===== config.mk =====
export PLATFORM = sky130hd
export DESIGN_NAME = cpu_core
export DESIGN_NICKNAME = d
export VERILOG_FILES = /design/src/rtl/cpu_core.sv
export SDC_FILE = /design/constraint.sdc
export NUM_CORES = 1
export LEC_CHECK = 0
export ABC_CLOCK_PERIOD_IN_PS = 9800
export CORE_UTILIZATION = 34
export CTS_CLUSTER_DIAMETER = 100
export CTS_CLUSTER_SIZE = 16
export DETAILED_ROUTE_END_ITERATION = 8
export PLACE_DENSITY_LB_ADDON = 0.3
export RECOVER_POWER = 25
export SLEW_MARGIN = 20
export SYNTH_ARGS = -nofsm -noshare
export SYNTH_HDL_FRONTEND = slang
export SYNTH_SLANG_ARGS = --single-unit

===== constraint.sdc =====
create_clock -name clk -period 9.8 [get_ports clk]
set_input_delay 1.96 -clock clk [delete_from_list [all_inputs] [get_ports clk]]
set_output_delay 1.96 -clock clk [all_outputs]
set_load 0.01 [all_outputs]

===== src/rtl/cpu_core.sv =====
// Minimal 16-bit accumulator CPU: eight registers, 11-bit PC, single-cycle execute
// from an external instruction memory, with LED and 8x8 matrix scan outputs.
module cpu_core #(
    parameter int ROW_SEL_LSB = 13
) (
    input  logic        clk,
    input  logic        reset,
    input  logic [3:0]  btn,
    input  logic [23:0] counter,
    input  logic [15:0] dout,
    output logic [10:0] adr,
    output logic [3:0]  led,
    output logic [7:0]  col,
    output logic [7:0]  row
);

    logic [10:0] pc_q;
    logic [10:0] pc_d;
    logic [15:0] regs_q [8];
    logic [15:0] regs_d [8];

    logic [2:0]  rrr;
    logic [15:0] src;
    logic [15:0] acc;
    logic [10:0] target;
    logic [2:0]  row_sel;
    logic        counter_unused;

    assign rrr    = dout[2:0];
    assign src    = regs_q[rrr];
    assign acc    = regs_q[0];
    assign target = {dout[14:8], dout[3:0]};

    // Operands always come from pre-edge register values; SWAP with rrr=0
    // writes r0 back onto itself.
    always_comb begin
        pc_d = pc_q + 11'd1;
        for (int i = 0; i < 8; i++) begin
            regs_d[i] = regs_q[i];
        end
        casez (dout[7:0])
            8'b1010_????: regs_d[0] = {4'b0000, dout[15:8], dout[3:0]};
            8'b1001_????: pc_d = target;
            8'b1011_????: begin
                if (acc != 16'd0) begin
                    pc_d = target;
                end
            end
            8'b0100_0???: regs_d[rrr] = acc;
            8'b0100_1???: regs_d[0]   = acc + src;
            8'b0101_0???: regs_d[rrr] = src + 16'd1;
            8'b0101_1???: regs_d[rrr] = src - 16'd1;
            8'b0110_0???: regs_d[rrr] = {12'd0, btn};
            8'b0110_1???: begin
                regs_d[0]   = src;
                regs_d[rrr] = acc;
            end
            8'b0111_0???: regs_d[rrr] = {src[0], src[15:1]};
            8'b0111_1???: regs_d[rrr] = {src[14:0], src[15]};
            default: ;
        endcase
    end

    always_ff @(posedge clk or negedge reset) begin
        if (!reset) begin
            pc_q <= '0;
        end else begin
            pc_q <= pc_d;
        end
    end

    generate
        for (genvar gi = 0; gi < 8; gi++) begin : g_regs
            always_ff @(posedge clk or negedge reset) begin
                if (!reset) begin
                    regs_q[gi] <= '0;
                end else begin
                    regs_q[gi] <= regs_d[gi];
                end
            end
        end
    endgenerate

    // Only a 3-bit slice of the counter drives the scan; the rest is ignored.
    assign counter_unused = ^counter;
    assign row_sel        = counter[ROW_SEL_LSB+2:ROW_SEL_LSB];

    assign adr = pc_q;
    assign led = acc[3:0];
    assign row = 8'b0000_0001 << row_sel;
    assign col = regs_q[row_sel][7:0];

endmodule


# [After elaboration in Yosys (flattened, before gate mapping)]
# Cells that the tools add are included.
[word_totals] regBits=139 in_bits=46 output_inout_bits=31 word_cells=53
[op_classes] n_addsub=4 magnitude_cmp=3 eq_ne=11 shift=1 muxes=19 bitwise_logic=2 reduce_logical=4
[ops] cell="bitwise mux 128 bit" n=7
[ops] cell="case mux 112 bit (7 select lines)" n=1
[ops] cell="case mux 16 bit (9 select lines)" n=1
[ops] cell="binary-select mux 16 bit (select 3 bit)" n=2
[ops] cell="demux 16 bit (select 3 bit)" n=1
[ops] cell="two-way mux 16 bit" n=3
[ops] cell="== test 5 x 4 -> 1 bit, second input constant" n=8
[ops] cell="case mux 11 bit (2 select lines)" n=1
[ops] cell="adder 16 x 1 -> 16 bit, second input constant" n=1
[ops] cell="adder 16 bit" n=1
[ops] cell="two-way mux 8 bit" n=2
[ops] cell="nonzero test 16 bit" n=1
[ops] cell="subtractor 16 x 1 -> 16 bit, second input constant" n=1
[ops] cell="== test 4 bit, second input constant" n=3
[ops] cell="adder 11 x 1 -> 11 bit, second input constant" n=1
[ops] cell="two-way mux 11 bit" n=1
[ops] cell="nonzero test 9 bit" n=1
[ops] cell="greater-or-equal comparator 4 bit, second input constant" n=2
[ops] cell="NOT 3 -> 4 bit" n=2
[ops] cell="left shift 1 x 3 -> 8 bit, first input constant" n=1
[ops] cell="nonzero test 7 bit" n=1
[ops] cell="< comparator 4 x 1 -> 1 bit, second input constant" n=1
[ops] cell="logical AND 1 bit" n=1

# [Logic depth before layout (Yosys ltp)]
[logic_depth] ltp_word=7 mapped_depth=18

# [Worst setup path before layout]
# Ideal clock, no wire load.
[synth_path] kind="input to output" start="in counter[13]" end="out col[0]" arrival_ns=3.651 required_ns=7.840 slack_ns=4.189 path_stages=4 path_buffers=2 cell_sequence="clkbuf_1 buf_1 mux4_2 mux2_2"
[synth_via] elab_chain_len=4
[synth_rtl] element="from (decl)" line_no="9" text="input logic [23:0] counter,"
[synth_rtl] element="NOT 3 -> 4 bit (not written as such)" line_no="91" text="assign col = regs_q[row_sel][7:0];"
[synth_rtl] element="binary-select mux 16 bit (select 3 bit)" line_no="91"
[synth_rtl] element="two-way mux 8 bit (not written as such) (2 in a row)" line_no="91"
[synth_rtl] element="to (decl)" line_no="13" text="output logic [7:0] col,"
# No other way between the ends. The select of a mux whose other input is x is not followed.

# [Worst setup path after layout]
[layout_path] start="in dout[2]" end="reg regs_q, in the netlist acc[9]"
[layout_via] elab_chain_len=7
[layout_rtl] element="from (decl)" line_no="10" text="input logic [15:0] dout,"
[layout_rtl] element="NOT 3 -> 4 bit (not written as such) *"
[layout_rtl] element="binary-select mux 16 bit (select 3 bit) (tied with other cells)" line_no="30" text="assign src = regs_q[rrr];"
[layout_rtl] element="two-way mux 16 bit (not written as such) / logical AND 1 bit (equally long branches)"
[layout_rtl] element="two-way mux 16 bit (on tied branches)"
[layout_rtl] element="subtractor 16 x 1 -> 16 bit (tied with other cells)" line_no="52" text="8'b0101_1???: regs_d[rrr] = src - 16'd1;"
[layout_rtl] element="bitwise mux 128 bit (tied with other cells)" line_no="52"
[layout_rtl] element="case mux 16 bit (9 select lines) *" line_no="41" text="casez (dout[7:0])"
[layout_rtl] element="to (signal, indexed assignment)" line_no="78" text="regs_q[gi] <= regs_d[gi];"
[layout_rtl] element="to (decl)" line_no="19" text="logic [15:0] regs_q [8];"
# Every way passes the cells marked *; elsewhere a longest branch is shown, timed or not. The select of a mux whose other input is x is not followed.
# A chain may end at the register's enable or synchronous reset.

==> results.toml <==
[synth]
synth-main-ff-cell = "dfrtp_1"
ys_warn_count = 0
synth_edf_count = 0
async_flop_share = 1.000
synthesis.nets = 1636
synth.avg_cell_area_um2 = 8.051
synthCells = 1571
synth_area_mm2 = 0.01265
synth_cell_types = 87
synth-seq-area-share = 0.2750
synth-seq-cells = 139

[clocking]
cts_sinks = 139
ctsHoldBuffers = 0
clk_pin_slew_ns = 0.07
clockRootBuffer = "clkbuf_16"
cts_resized = 0
post_cts_buffers = 0
clock_latency_ns = 0.46
cts-htree-levels = 4
cts_tree = "yes"
cts_buffer_depth = 2
cts_buffers = 17

[pwr]
vdd_drop_max_mv = 0.1064
power_density_mw_per_mm2 = 185.2
p_leak_nw = 5.475

[placement]
gp_congestion = 0.9913
placed_cells = 2003
io_buffers = 55
dp_hpwl_mm = 39.43

[critical_path]
cp.required_ns = 10.09
critPathTopFamily = "compound AO/OA/AOI/OAI gates"
critPathMaxStageDelay_ns = 0.50
path_buf_inv = 4
cpMostUsedCell = "a221oi_1"
crit_chain = "clkdlybuf4s50_1 > buf_4 > inv_2 > a221oi_1 > o22a_1 > clkinv_1 > ha_1 > a21o_1 > a21oi_1 > o21ai_0 > a31o_2 > a2111oi_0 > o311a_1 > nor3b_1 > a221oi_1"
crit_fanout = 33
arrival_ns = 6.95
start_kind = "input port"
crit_path_top_delay_cell = "a2111oi_0"
critical_path_class = "input port to flop"
end_kind = "flop"

[floorplanning]
core-area_mm2 = 0.03661
die_area_mm2 = 0.03798
die_h_um = 194.9
start_util = 0.3455
num_rows = 70
io_pins = 77
die_w_um = 194.9

[timing]
finalCritPeriodShare = 0.6793
rsz0062_at_grt = "no"
clock_skew_ns = 0.01838
setup_viol = 0
hold_viol = 0
slew_violations = 142
final.setup.tns_ns = 0
min_period_ns = 6.658
tightest_slew_ns = 4.621
max_slew_margin = -2.081
fmax_mhz = 150.2

[cells_and_area]
fin_cells = 2035
finalCoreUtilization = 0.3866
diodes = 0
area_delta_synth_final_pct = 11.90
drive_above_1_share = 0.1225
final_nets = 1619

[routing]
drtIter0Drc = 2165
antenna_left = 0
vias_per_cell = 7.004
drt-total-wl_mm = 59.20
num_vias = 14250
drtPass1Iterations = 7
drc = 0
wl_per_cell_um = 29.09

[global_route]
grt_pass1_wl_mm = 87.77
antenna_found_initial = 2
grt-ovfl-total = 0
grt_start_max_net_pins = 77
grt_usage = 0.3098
grt_pass1_vias = 13330

[outcome]
failed_checks = "capacitance limit, slew limit"
status = "finished with violations"

[flow_run]
timing.max_cap.violations = 2

[hold_path]
hp-class = "flop to flop"
## final cells by class
class / count / area (um^2)
Fill cell: 3769 / 22460
Inverter: 19 / 71.32
Multi-Input combinational cell: 1267 / 8473
Sequential cell: 139 / 3478
Clock buffer: 19 / 452.9
Timing Repair Buffer: 110 / 939.7
Clock inverter: 13 / 152.6
Tap cell: 468 / 585.6
## Yosys cell counts, types with 12 or more instances
| cell | instances | area (um^2) |
|---|---|---|
| ha_1 | 18 | 225.2 |
| dfrtp_1 | 139 | 3478 |
| xnor2_1 | 19 | 166.4 |
| mux2_2 | 29 | 326.6 |
| a22oi_1 | 22 | 165.2 |
| nand2b_1 | 12 | 75.07 |
| a211oi_1 | 14 | 105.1 |
| and3_1 | 15 | 93.84 |
| o21ai_0 | 128 | 640.6 |
| buf_1 | 14 | 52.55 |
| mux2i_1 | 65 | 650.6 |
| clkbuf_1 | 111 | 416.7 |
| nor2_1 | 161 | 604.3 |
| o22ai_1 | 19 | 118.9 |
| o211ai_1 | 47 | 352.8 |
| a221oi_1 | 33 | 289.0 |
| nand3_1 | 28 | 140.1 |
| inv_1 | 14 | 52.55 |
| a21oi_1 | 154 | 770.7 |
| o221ai_1 | 12 | 105.1 |
| o31ai_1 | 19 | 142.6 |
| mux4_2 | 27 | 608.1 |
| a31oi_1 | 49 | 306.5 |
| nand2_1 | 170 | 638.1 |
| nor3_1 | 15 | 75.07 |
## per-stage QoR
step | instance area [um^2] | hold slack [ns] | power (mW) | setup slack (ns)
after detailed placement | 13560 | 0.4873 | 1.876 | 2.948
after global routing | 14150 | 0.5240 | 2.729 | 2.059
final | 14150 | 0.5055 | 2.621 | 3.142
after floorplan | 12650 | 0.4602 | 1.498 | 4.189
after CTS | 14170 | 0.5032 | 2.583 | 3.196
after global placement | 13560 | 0.4789 | 1.859 | 3.035
## state kept, by name, indices dropped and copies added (netlist names)
name	count
acc	16
adr	11
regs_q	112
## path summary, 6_finish.rpt
path	to	slack (ns)	depth (start not counted)	from
worst min-delay path	regs_q[66]	0.51	2	regs_q[66]
worst max register to register	acc[9]	5.22	13	regs_q[65]
worst min register to register	regs_q[66]	0.51	2	regs_q[66]
max in group asynchronous	regs_q[71]	3.17	2	reset
min in group asynchronous	acc[12]	3.15	1	reset
worst max-delay path	acc[9]	3.14	15	dout[2]
## power breakdown
part / total [mW] / internal [mW] / switching, mW / leakage, nW
clock: 0.709 / 0.395 / 0.313 / 0.294
combinational: 1.02 / 0.428 / 0.589 / 3.40
sequential: 0.894 / 0.700 / 0.194 / 1.78
total: 2.62 / 1.52 / 1.10 / 5.47
## cell usage in the layout (no fill, tap or decap), types with 14 or more instances in the layout
| cell type | netlist | layout |
|---|---|---|
| a211oi_1 | 14 | 14 |
| a21oi_1 | 154 | 154 |
| a221oi_1 | 33 | 33 |
| a22oi_1 | 22 | 22 |
| a31oi_1 | 49 | 49 |
| and3_1 | 15 | 15 |
| buf_4 | 5 | 56 |
| clkbuf_16 | 0 | 17 |
| clkdlybuf4s50_1 | 0 | 50 |
| dfrtp_1 | 139 | 139 |
| ha_1 | 18 | 18 |
| inv_1 | 14 | 14 |
| mux2_2 | 29 | 29 |
| mux2i_1 | 65 | 65 |
| mux4_2 | 27 | 27 |
| nand2_1 | 170 | 170 |
| nand3_1 | 28 | 28 |
| nor2_1 | 161 | 154 |
| nor3_1 | 15 | 15 |
| o211ai_1 | 47 | 47 |
| o21ai_0 | 128 | 127 |
| o22ai_1 | 19 | 19 |
| o31ai_1 | 19 | 19 |
| xnor2_1 | 19 | 19 |
## metal layers
layer,GRT usage,share of wire
met1,0.4179,0.39
met2,0.4536,0.42
met3,0.07600,0.13
met4,0.1683,0.058
met5,0,0.00032
## tightest hold or removal path: stages, from the launching register on
cell	delay, ns
dfrtp_1	0.36
nand2_1	0.06
o31ai_1	0.06
## cells by family after synthesis
| logic type | after synthesis | synth area share |
|---|---|---|
| XOR/XNOR | 30 | 0.02077 |
| multiplexers | 126 | 0.1328 |
| AO/OA/AOI/OAI | 610 | 0.3181 |
| flip-flops | 139 | 0.2750 |
| adder cells (fa/ha/maj) | 19 | 0.01939 |
| AND/OR/NAND/NOR | 482 | 0.1769 |
| buffers and inverters | 165 | 0.05708 |
Note: power is estimated with default switching activity, not from simulation.
